==> config.mk <==
export PLATFORM = sky130hd
export DESIGN_NAME = fetch_unit
export DESIGN_NICKNAME = d
export VERILOG_FILES = /design/src/rtl/fetch_pkg.sv /design/src/rtl/fetch_queue.sv /design/src/rtl/fetch_unit.sv
export SDC_FILE = /design/constraint.sdc
export NUM_CORES = 1
export LEC_CHECK = 0
export CAP_MARGIN = 20
export CELL_PAD_IN_SITES_DETAIL_PLACEMENT = 1
export CELL_PAD_IN_SITES_GLOBAL_PLACEMENT = 1
export CORE_UTILIZATION = 25
export DETAILED_ROUTE_END_ITERATION = 16
export HOLD_SLACK_MARGIN = 0.06
export PLACE_DENSITY = 0.56
export SYNTH_ARGS = -nofsm -noshare
export SYNTH_HDL_FRONTEND = slang
export SYNTH_SLANG_ARGS = --single-unit
==> constraint.sdc <==
create_clock -name clk -period 3.7 [get_ports clk]
set_input_delay 0.74 -clock clk [delete_from_list [all_inputs] [get_ports clk]]
set_output_delay 0.74 -clock clk [all_outputs]
set_load 0.005 [all_outputs]
==> src/rtl/fetch_pkg.sv <==
// Shared types and constants for the instruction-fetch front end.
package fetch_pkg;

  localparam int INSTR_W = 32;
  localparam logic [INSTR_W-1:0] NOP = 32'h0000_0013;

  typedef struct packed {
    logic [31:0]        pc;
    logic [INSTR_W-1:0] instr;
    logic               filled;
  } fetch_entry_t;

endpackage

==> src/rtl/fetch_queue.sv <==
// Prefetch queue: entries are allocated at request issue and filled later by
// in-order memory responses; the head is presented once its fill has landed.
module fetch_queue
  import fetch_pkg::*;
#(
  parameter int XLEN  = 32,
  parameter int DEPTH = 4,
  localparam int AW   = $clog2(DEPTH),
  localparam int CW   = AW + 1
) (
  input  logic               clk,
  input  logic               rst,
  input  logic               flush,
  input  logic               alloc,
  input  logic [XLEN-1:0]    alloc_pc,
  input  logic               fill,
  input  logic [INSTR_W-1:0] fill_instr,
  input  logic               pop,
  output logic               head_valid,
  output logic [XLEN-1:0]    head_pc,
  output logic [INSTR_W-1:0] head_instr,
  output logic [CW-1:0]      alloc_cnt,
  output logic [CW-1:0]      filled_cnt
);

  logic [XLEN-1:0]    pc_mem    [DEPTH];
  logic [INSTR_W-1:0] instr_mem [DEPTH];
  logic [DEPTH-1:0]   filled;
  logic [AW-1:0]      alloc_ptr;
  logic [AW-1:0]      fill_ptr;
  logic [AW-1:0]      rd_ptr;

  always_ff @(posedge clk or posedge rst) begin
    if (rst) begin
      alloc_ptr  <= '0;
      fill_ptr   <= '0;
      rd_ptr     <= '0;
      filled     <= '0;
      alloc_cnt  <= '0;
      filled_cnt <= '0;
    end else if (flush) begin
      alloc_ptr  <= '0;
      fill_ptr   <= '0;
      rd_ptr     <= '0;
      filled     <= '0;
      alloc_cnt  <= '0;
      filled_cnt <= '0;
    end else begin
      if (alloc)
        alloc_ptr <= alloc_ptr + AW'(1);
      if (fill) begin
        fill_ptr         <= fill_ptr + AW'(1);
        filled[fill_ptr] <= 1'b1;
      end
      // The fill target is never the filled head, so these bit writes cannot collide.
      if (pop) begin
        rd_ptr         <= rd_ptr + AW'(1);
        filled[rd_ptr] <= 1'b0;
      end
      alloc_cnt  <= alloc_cnt + CW'(alloc) - CW'(pop);
      filled_cnt <= filled_cnt + CW'(fill) - CW'(pop);
    end
  end

  always_ff @(posedge clk) begin
    if (alloc)
      pc_mem[alloc_ptr] <= alloc_pc;
    if (fill)
      instr_mem[fill_ptr] <= fill_instr;
  end

  // Gating by the filled bit keeps the outputs at zero while nothing valid is held.
  always_comb begin
    head_valid = filled[rd_ptr];
    head_pc    = head_valid ? pc_mem[rd_ptr] : '0;
    head_instr = head_valid ? instr_mem[rd_ptr] : '0;
  end

endmodule

==> src/rtl/fetch_unit.sv <==
// Instruction-fetch front end: fetch PC, request issue against queue capacity,
// and discard accounting for responses that belong to a flushed stream.
module fetch_unit
  import fetch_pkg::*;
#(
  parameter int              XLEN     = 32,
  parameter int              DEPTH    = 4,
  parameter logic [XLEN-1:0] RESET_PC = '0
) (
  input  logic               clk,
  input  logic               rst,
  output logic               imem_req_valid,
  input  logic               imem_req_ready,
  output logic [XLEN-1:0]    imem_addr,
  input  logic               imem_rsp_valid,
  input  logic [INSTR_W-1:0] imem_rsp_data,
  input  logic               redirect_valid,
  input  logic [XLEN-1:0]    redirect_pc,
  output logic               instr_valid,
  input  logic               instr_ready,
  output logic [INSTR_W-1:0] instr_data,
  output logic [XLEN-1:0]    instr_pc
);

  localparam int CW = $clog2(DEPTH) + 1;

  logic [XLEN-1:0] fetch_pc;
  logic [CW-1:0]   discard_cnt;
  logic [CW-1:0]   alloc_cnt;
  logic [CW-1:0]   filled_cnt;
  logic [CW:0]     in_flight;
  logic [CW:0]     outstanding;
  logic            issue;
  logic            rsp_ok;
  logic            fill;
  logic            pop;
  logic            unused_pc_lsbs;

  assign unused_pc_lsbs = ^redirect_pc[1:0];

  // Stale responses still occupy capacity until they drain, so they count against DEPTH.
  always_comb begin
    in_flight      = {1'b0, alloc_cnt} + {1'b0, discard_cnt};
    outstanding    = {1'b0, CW'(alloc_cnt - filled_cnt)} + {1'b0, discard_cnt};
    imem_req_valid = !rst && !redirect_valid && (in_flight < (CW+1)'(DEPTH));
    imem_addr      = fetch_pc;
    issue          = imem_req_valid && imem_req_ready;
    rsp_ok         = imem_rsp_valid && (outstanding != '0);
    fill           = rsp_ok && (discard_cnt == '0) && !redirect_valid;
    pop            = instr_valid && instr_ready;
  end

  always_ff @(posedge clk or posedge rst) begin
    if (rst)
      fetch_pc <= RESET_PC;
    else if (redirect_valid)
      fetch_pc <= {redirect_pc[XLEN-1:2], 2'b00};
    else if (issue)
      fetch_pc <= fetch_pc + XLEN'(4);
  end

  // On redirect every unanswered request becomes a discard, less any response landing now.
  always_ff @(posedge clk or posedge rst) begin
    if (rst)
      discard_cnt <= '0;
    else if (redirect_valid)
      discard_cnt <= CW'(outstanding - (CW+1)'(rsp_ok));
    else if (rsp_ok && (discard_cnt != '0))
      discard_cnt <= discard_cnt - CW'(1);
  end

  fetch_queue #(
    .XLEN  (XLEN),
    .DEPTH (DEPTH)
  ) u_queue (
    .clk        (clk),
    .rst        (rst),
    .flush      (redirect_valid),
    .alloc      (issue),
    .alloc_pc   (fetch_pc),
    .fill       (fill),
    .fill_instr (imem_rsp_data),
    .pop        (pop),
    .head_valid (instr_valid),
    .head_pc    (instr_pc),
    .head_instr (instr_data),
    .alloc_cnt  (alloc_cnt),
    .filled_cnt (filled_cnt)
  );

  rsp_without_request: assert property (
    @(posedge clk) disable iff (rst) imem_rsp_valid |-> (outstanding != '0)
  );

endmodule

# Yosys cells after proc, flatten, opt, wreduce, memory -nomap -nowiden
# Memories as Yosys holds them, arrays and structs flattened.
# Cells that the tools add are included.
classes:
  addsub: 13
  reduce_logical: 19
  n_lt_le_gt_ge: 5
  n_bitwise: 3
  mux: 28
op_table:
  columns: ["cell", "n"]
  rows:
  - ["32-bit two-way mux", 4]
  - ["32-bit by 3-bit adder with 32-bit output, second input constant", 1]
  - ["4-bit two-way mux", 4]
  - ["2-bit two-way mux", 6]
  - ["3-bit two-way mux", 4]
  - ["1-bit logical AND", 10]
  - ["3-bit by 1-bit subtractor with 3-bit output", 3]
  - ["3-bit by 3-bit adder with 4-bit output", 2]
  - ["2-bit nonzero test", 4]
  - ["1-bit two-way mux", 7]
  - ["2-bit by 1-bit adder with 2-bit output, second input constant", 3]
  - ["3-bit by 1-bit adder with 3-bit output", 2]
  - ["2-bit by 3-bit < comparator with 1-bit output, second input constant", 2]
  - ["4-bit bitwise AND", 1]
  - ["1-bit demux with 2-bit select", 2]
  - ["2-bit by 1-bit greater-or-equal comparator with 1-bit output, second input constant", 2]
  - ["4-bit by 3-bit < comparator with 1-bit output, second input constant", 1]
  - ["4-bit NOT", 1]
  - ["4-bit OR", 1]
  - ["4-bit nonzero test", 1]
  - ["3-bit zero test", 1]
  - ["3-bit nonzero test", 1]
  - ["3-bit by 1-bit subtractor with 3-bit output, second input constant", 1]
  - ["3-bit subtractor", 1]
  - ["other kinds (2)", 3]
word_totals:
  ramBits: 256
  mem_count: 2
  inputBits: 70
  ff_bits: 51
  elab_cells: 78
  out_inout_bits: 98
memory_table:
  columns: ["name", "words", "word_bits", "read_ports", "rd_ports_with_merged_regs", "wr", "line", "text"]
  rows:
  - ["u_queue.instr_mem", 4, 32, 1, 0, 1, "fetch_queue.sv:27", "logic [INSTR_W-1:0] instr_mem [DEPTH];"]
  - ["u_queue.pc_mem", 4, 32, 1, 0, 1, "fetch_queue.sv:26", "logic [XLEN-1:0] pc_mem [DEPTH];"]

# Longest topological paths before layout
depth:
  depth_word: 11
  ltp_mapped: 16
  mapped_depth_nobuf: 16

# Hierarchy
# A second synthesis with hierarchy kept.
hier_totals:
  cells_unflattened: 751
  hier_area_um2: 13027.5
modules_own_cells:
  columns: ["module", "n_inst", "cells_per_inst", "area_per_inst_um2"]
  rows:
  - ["fetch_queue", 1, 492, 10731.5]
  - ["fetch_unit", 1, 259, 2296.0]

# Worst setup path before layout
# No wires, ideal clock.
synth_path:
  path_type: "flip-flop to flip-flop"
  startpoint: "reg u_queue.alloc_cnt[0]"
  endpoint: "mem u_queue.instr_mem[0][0] (enable)"
  setup_ns: 0.392
  n_path_buf: 0
  stages_incl_launch_ff: 11
  required_ns: 3.308
  arrival_ns: 3.011
  path_slack_ns: 0.297
  path_cell_list: "dfrtp_1 inv_1 ha_1 inv_1 fa_1 fa_1 xor2_1 a211o_1 nand4b_1 nor2_1 and2_1"
synth_between:
  elab_chain_cells: 8
synth_lines:
  columns: ["element", "line", "text"]
  rows:
  - ["start, declared", "fetch_queue.sv:22", "output logic [CW-1:0] alloc_cnt,"]
  - ["start signal, assigned", "fetch_queue.sv:60", "alloc_cnt <= alloc_cnt + CW'(alloc) - CW'(pop);"]
  - ["3-bit subtractor", "fetch_unit.sv:44", "outstanding = {1'b0, CW'(alloc_cnt - filled_cnt)} + {1'b0, discard_cnt};"]
  - ["3-bit by 3-bit adder with 4-bit output", "fetch_unit.sv:44", null]
  - ["4-bit nonzero test", "fetch_unit.sv:48", "rsp_ok = imem_rsp_valid && (outstanding != '0);"]
  - ["1-bit logical AND", "fetch_unit.sv:48", null]
  - ["1-bit logical AND (2 in series)", "fetch_unit.sv:49", "fill = rsp_ok && (discard_cnt == '0) && !redirect_valid;"]
  - ["1-bit two-way mux", "fetch_queue.sv:68", "if (fill)"]
  - ["1-bit two-way mux (implied by the code)", "fetch_queue.sv:69", "instr_mem[fill_ptr] <= fill_instr;"]
  - ["end, declared", "fetch_queue.sv:27", null]
# Every way passes these cells.

# Worst setup path after layout
layout_path:
  startpoint: "reg u_queue.alloc_cnt[0]"
  endpoint: "reg u_queue.filled_cnt[2]"
layout_between:
  elab_chain_cells: 9
layout_lines:
  columns: ["element", "line", "text"]
  rows:
  - ["3-bit subtractor", "fetch_unit.sv:44", null]
  - ["3-bit by 3-bit adder with 4-bit output", "fetch_unit.sv:44", null]
  - ["4-bit nonzero test", "fetch_unit.sv:48", null]
  - ["1-bit logical AND", "fetch_unit.sv:48", null]
  - ["1-bit logical AND (2 in series)", "fetch_unit.sv:49", null]
  - ["3-bit by 1-bit adder with 3-bit output", "fetch_queue.sv:61", "filled_cnt <= filled_cnt + CW'(fill) - CW'(pop);"]
  - ["3-bit by 1-bit subtractor with 3-bit output", "fetch_queue.sv:61", null]
  - ["3-bit two-way mux", "fetch_queue.sv:41", "end else if (flush) begin"]
  - ["end signal, assigned", "fetch_queue.sv:61", null]
  - ["end, declared", "fetch_queue.sv:23", "output logic [CW-1:0] filled_cnt"]
# Every way passes these cells.
# A chain may end at the register's enable or synchronous reset.

==> results.yml <==
pwr:
  swShare_pct: 25.2
  seqPwrFrac_pct: 44.8
  clockPowerShare_pct: 37.8
  p_comb_share_pct: 17.4
  power_density_nw_per_um2: 555
  leakagePower_uw: 0.00546
  power.internal_uw: 6790
  p_sw_uw: 2290
  irDropWorstVdd_mv: 0.245
layout:
  drive_above_1_share_pct: 15.7
  area_growth_pct: 29.4
  seqCellArea_um2: 8680
  final_nets: 1038
  num_antenna_cells: 0
  final_util_pct: 32.7
  n_fill_cell: 5308
  multi_input_area_um2: 3710
cts:
  cts_root_buf: "clkbuf_16"
  htree_levels: 2
  clock_latency_ns: 0.52
  cts_buffers: 35
  cts.sinks: 297
  path_clk_slew_ns: 0.06
  cts_tree: "built"
  clockBufferDepth: 3
die:
  initial_utilization_pct: 25.2
  dieHeight_um: 227
  fp-row-count: 82
  die-area_um2: 51500
  num_io_pins: 168
  dieWidth_um: 227
  core_area_um2: 50100
sta:
  final-setup-viol-count: 0
  drv_slew: 0
  skew_ns: 0.0158
  max_freq_mhz: 284
  worst_pin_slew_ns: 0.605
  slew_headroom_pct: 59.5
  hold_violations: 0
  rsz0062_at_grt: "false"
  fin_crit_sh_pct: 95.1
  period_minus_slack_ns: 3.52
  setup_tns_ns: 0
grt:
  use_met2_pct: 20.6
  met3_usage_pct: 2.98
  grt_overflow: 0
  antenna_found_initial: 3
  grt_usage_pct: 12.7
  gr-max-usage-layer: "met2"
  grt_max_degree: 66
  grt_util_met1_pct: 17.0
  grt_pass1_wl_mm: 49.0
  grt_pass1_vias: 7815
detailed_routing:
  first_iter_violations: 384
  num_vias: 7254
  drc: 0
  first_pass_iters: 4
  ant_nets: 0
  drt-total-wl_mm: 32.1
  vias_per_cell: 4.44
  wl_per_cell_um: 19.7
min_path:
  whs_path_depth: 1
  hold_class: "reg2reg"
placed_design:
  gp_congestion: 0.698
  port_buffers: 161
  dp_hpwl_mm: 20.5
setup_path:
  path_depth: 15
  crit_buf_inv: 3
  slowest_delay_ns: 0.52
  crit_path_cell_trace: "inv_1, ha_1, inv_1, fa_1, fa_1, or3_1, a211o_1, nand4b_1, nor2_4, ha_1, inv_1, fa_1, xor2_1, xnor2_1, nor2_1"
  path_class: "reg2reg"
  setup.worst_path.end_class: "flip-flop"
  cp.required_ns: 4.09
  start_kind: "flip-flop"
  path_delay_family: "adder cells"
  slowest_stage: "fa_1"
  crit_fanout: 5
  cp.arrival_ns: 3.91
  r2r_cells: 15
yosys:
  ys_types: 55
  syn_area_um2: 12600
  synthArstFlopShare_pct: 16.5
  synth.most_common_cell: "edfxtp_1"
  synth_area_per_cell_um2: 16.8
  yosysWarnings: 0
  netlist_instances: 752
  seq_area_frac_synth_pct: 68.6
  synth_flop_cell: "edfxtp_1"
  yosys.area.top_type_share_pct: 58.9
  synth_seq_cells: 297
  yosys-top-cells-area: "edfxtp_1, mux4_2, dfrtp_1"
  synth_common_cells: "edfxtp_1, and2_1, mux4_2"
  synth_top_cell_by_area: "edfxtp_1"
  synth_edf_count: 248
job:
  maxCapViolCount: 0
run_status:
  run_status: "completed"
==> sequential cells by signal (all words and copies together) (netlist names) <==
register / flops
u_queue.filled: 4
u_queue.pc_mem: 120
u_queue.alloc_cnt: 3
imem_addr: 30
u_queue.fill_ptr: 2
u_queue.rd_ptr: 2
discard_cnt: 3
u_queue.alloc_ptr: 2
u_queue.instr_mem: 128
u_queue.filled_cnt: 3
==> cell type report <==
class | instances | area share (%)
inverter | 28 | 0.643
tap | 672 | 5.14
sequential | 297 | 53.1
clock inverter | 17 | 1.29
timing repair buffer | 184 | 11.5
multi-input combinational | 391 | 22.7
clock buffer | 44 | 5.62
==> power by group through the flow <==
stage / combinational, µW / sequential [µW] / clock (µW)
floorplan: 907 / 4050 / 0
global placement: 1570 / 4130 / 0
detailed placement: 1590 / 4140 / 0
CTS: 1610 / 4070 / 3530
global route: 1770 / 4100 / 3650
finish: 1580 / 4070 / 3430
==> stage by stage <==
step	setup WS, ns	total power, µW	instances	hold WS [ns]	cell area [µm²]
2_1_floorplan	0.297	4960	755	0.515	12700
3_3_place_gp	0.149	5700	1572	0.550	15200
3_5_place_dp	0.0784	5730	1572	0.551	15200
4_1_cts	0.0525	9210	1633	0.558	16300
5_1_grt	0.00560	9520	1633	0.617	16400
6_report	0.180	9080	1633	0.552	16400
==> cells by family after synthesis <==
family / after synthesis / share of synthesized area (%)
compound gates: 59 / 3.12
simple gates: 203 / 9.24
fa+ha+maj: 31 / 3.31
flops: 297 / 68.6
buf+inv: 67 / 2.22
other cells: 1 / 0.0297
mux: 72 / 12.0
xor+xnor: 22 / 1.52
==> final timing paths <==
path / startpoint / endpoint / slack (ns)
setup / recovery: u_queue.alloc_cnt[0] / u_queue.filled_cnt[2] / 0.18
hold / removal: u_queue.alloc_ptr[0] / u_queue.alloc_ptr[0] / 0.55
setup reg to reg: u_queue.alloc_cnt[0] / u_queue.filled_cnt[2] / 0.18
hold reg to reg: u_queue.alloc_ptr[0] / u_queue.alloc_ptr[0] / 0.55
max in group asynchronous: rst / u_queue.alloc_ptr[1] / 2.40
min in group asynchronous: rst / imem_addr[9] / 0.70
==> metal layers <==
layer	share of wire (%)	up-vias
li1	-	3254
met4	1.4	6
met3	5.5	41
met5	0.12	-
met1	46	3798
met2	47	155
==> layout by cell type, fill, tap and decap left out, drive strengths merged, types with 3 or more instances in the layout <==
master and n:
a211oi 4, a21oi 9, a22oi 3, and2 76, and3 3, buf 24, bufinv 5, clkbuf 44
clkdlybuf4s50 160, clkinv 10, conb 4, dfrtp 49, edfxtp 248, fa 4, ha 27, inv 29
mux2i 7, mux4 63, nand2 39, nand3 20, nand4 16, nor2 19, nor2b 5, nor3 6
nor4 4, o211ai 5, o21ai 20, o311ai 7, or3 6, xnor2 12, xor2 10
==> what timing repair did <==
action	4_1_cts	5_1_grt
hold buffers	0	0
resized for setup	0	4
buffers inserted	0	0
setup endpoints to repair	0	2
No activity file was read; power rests on OpenSTA's default activity.
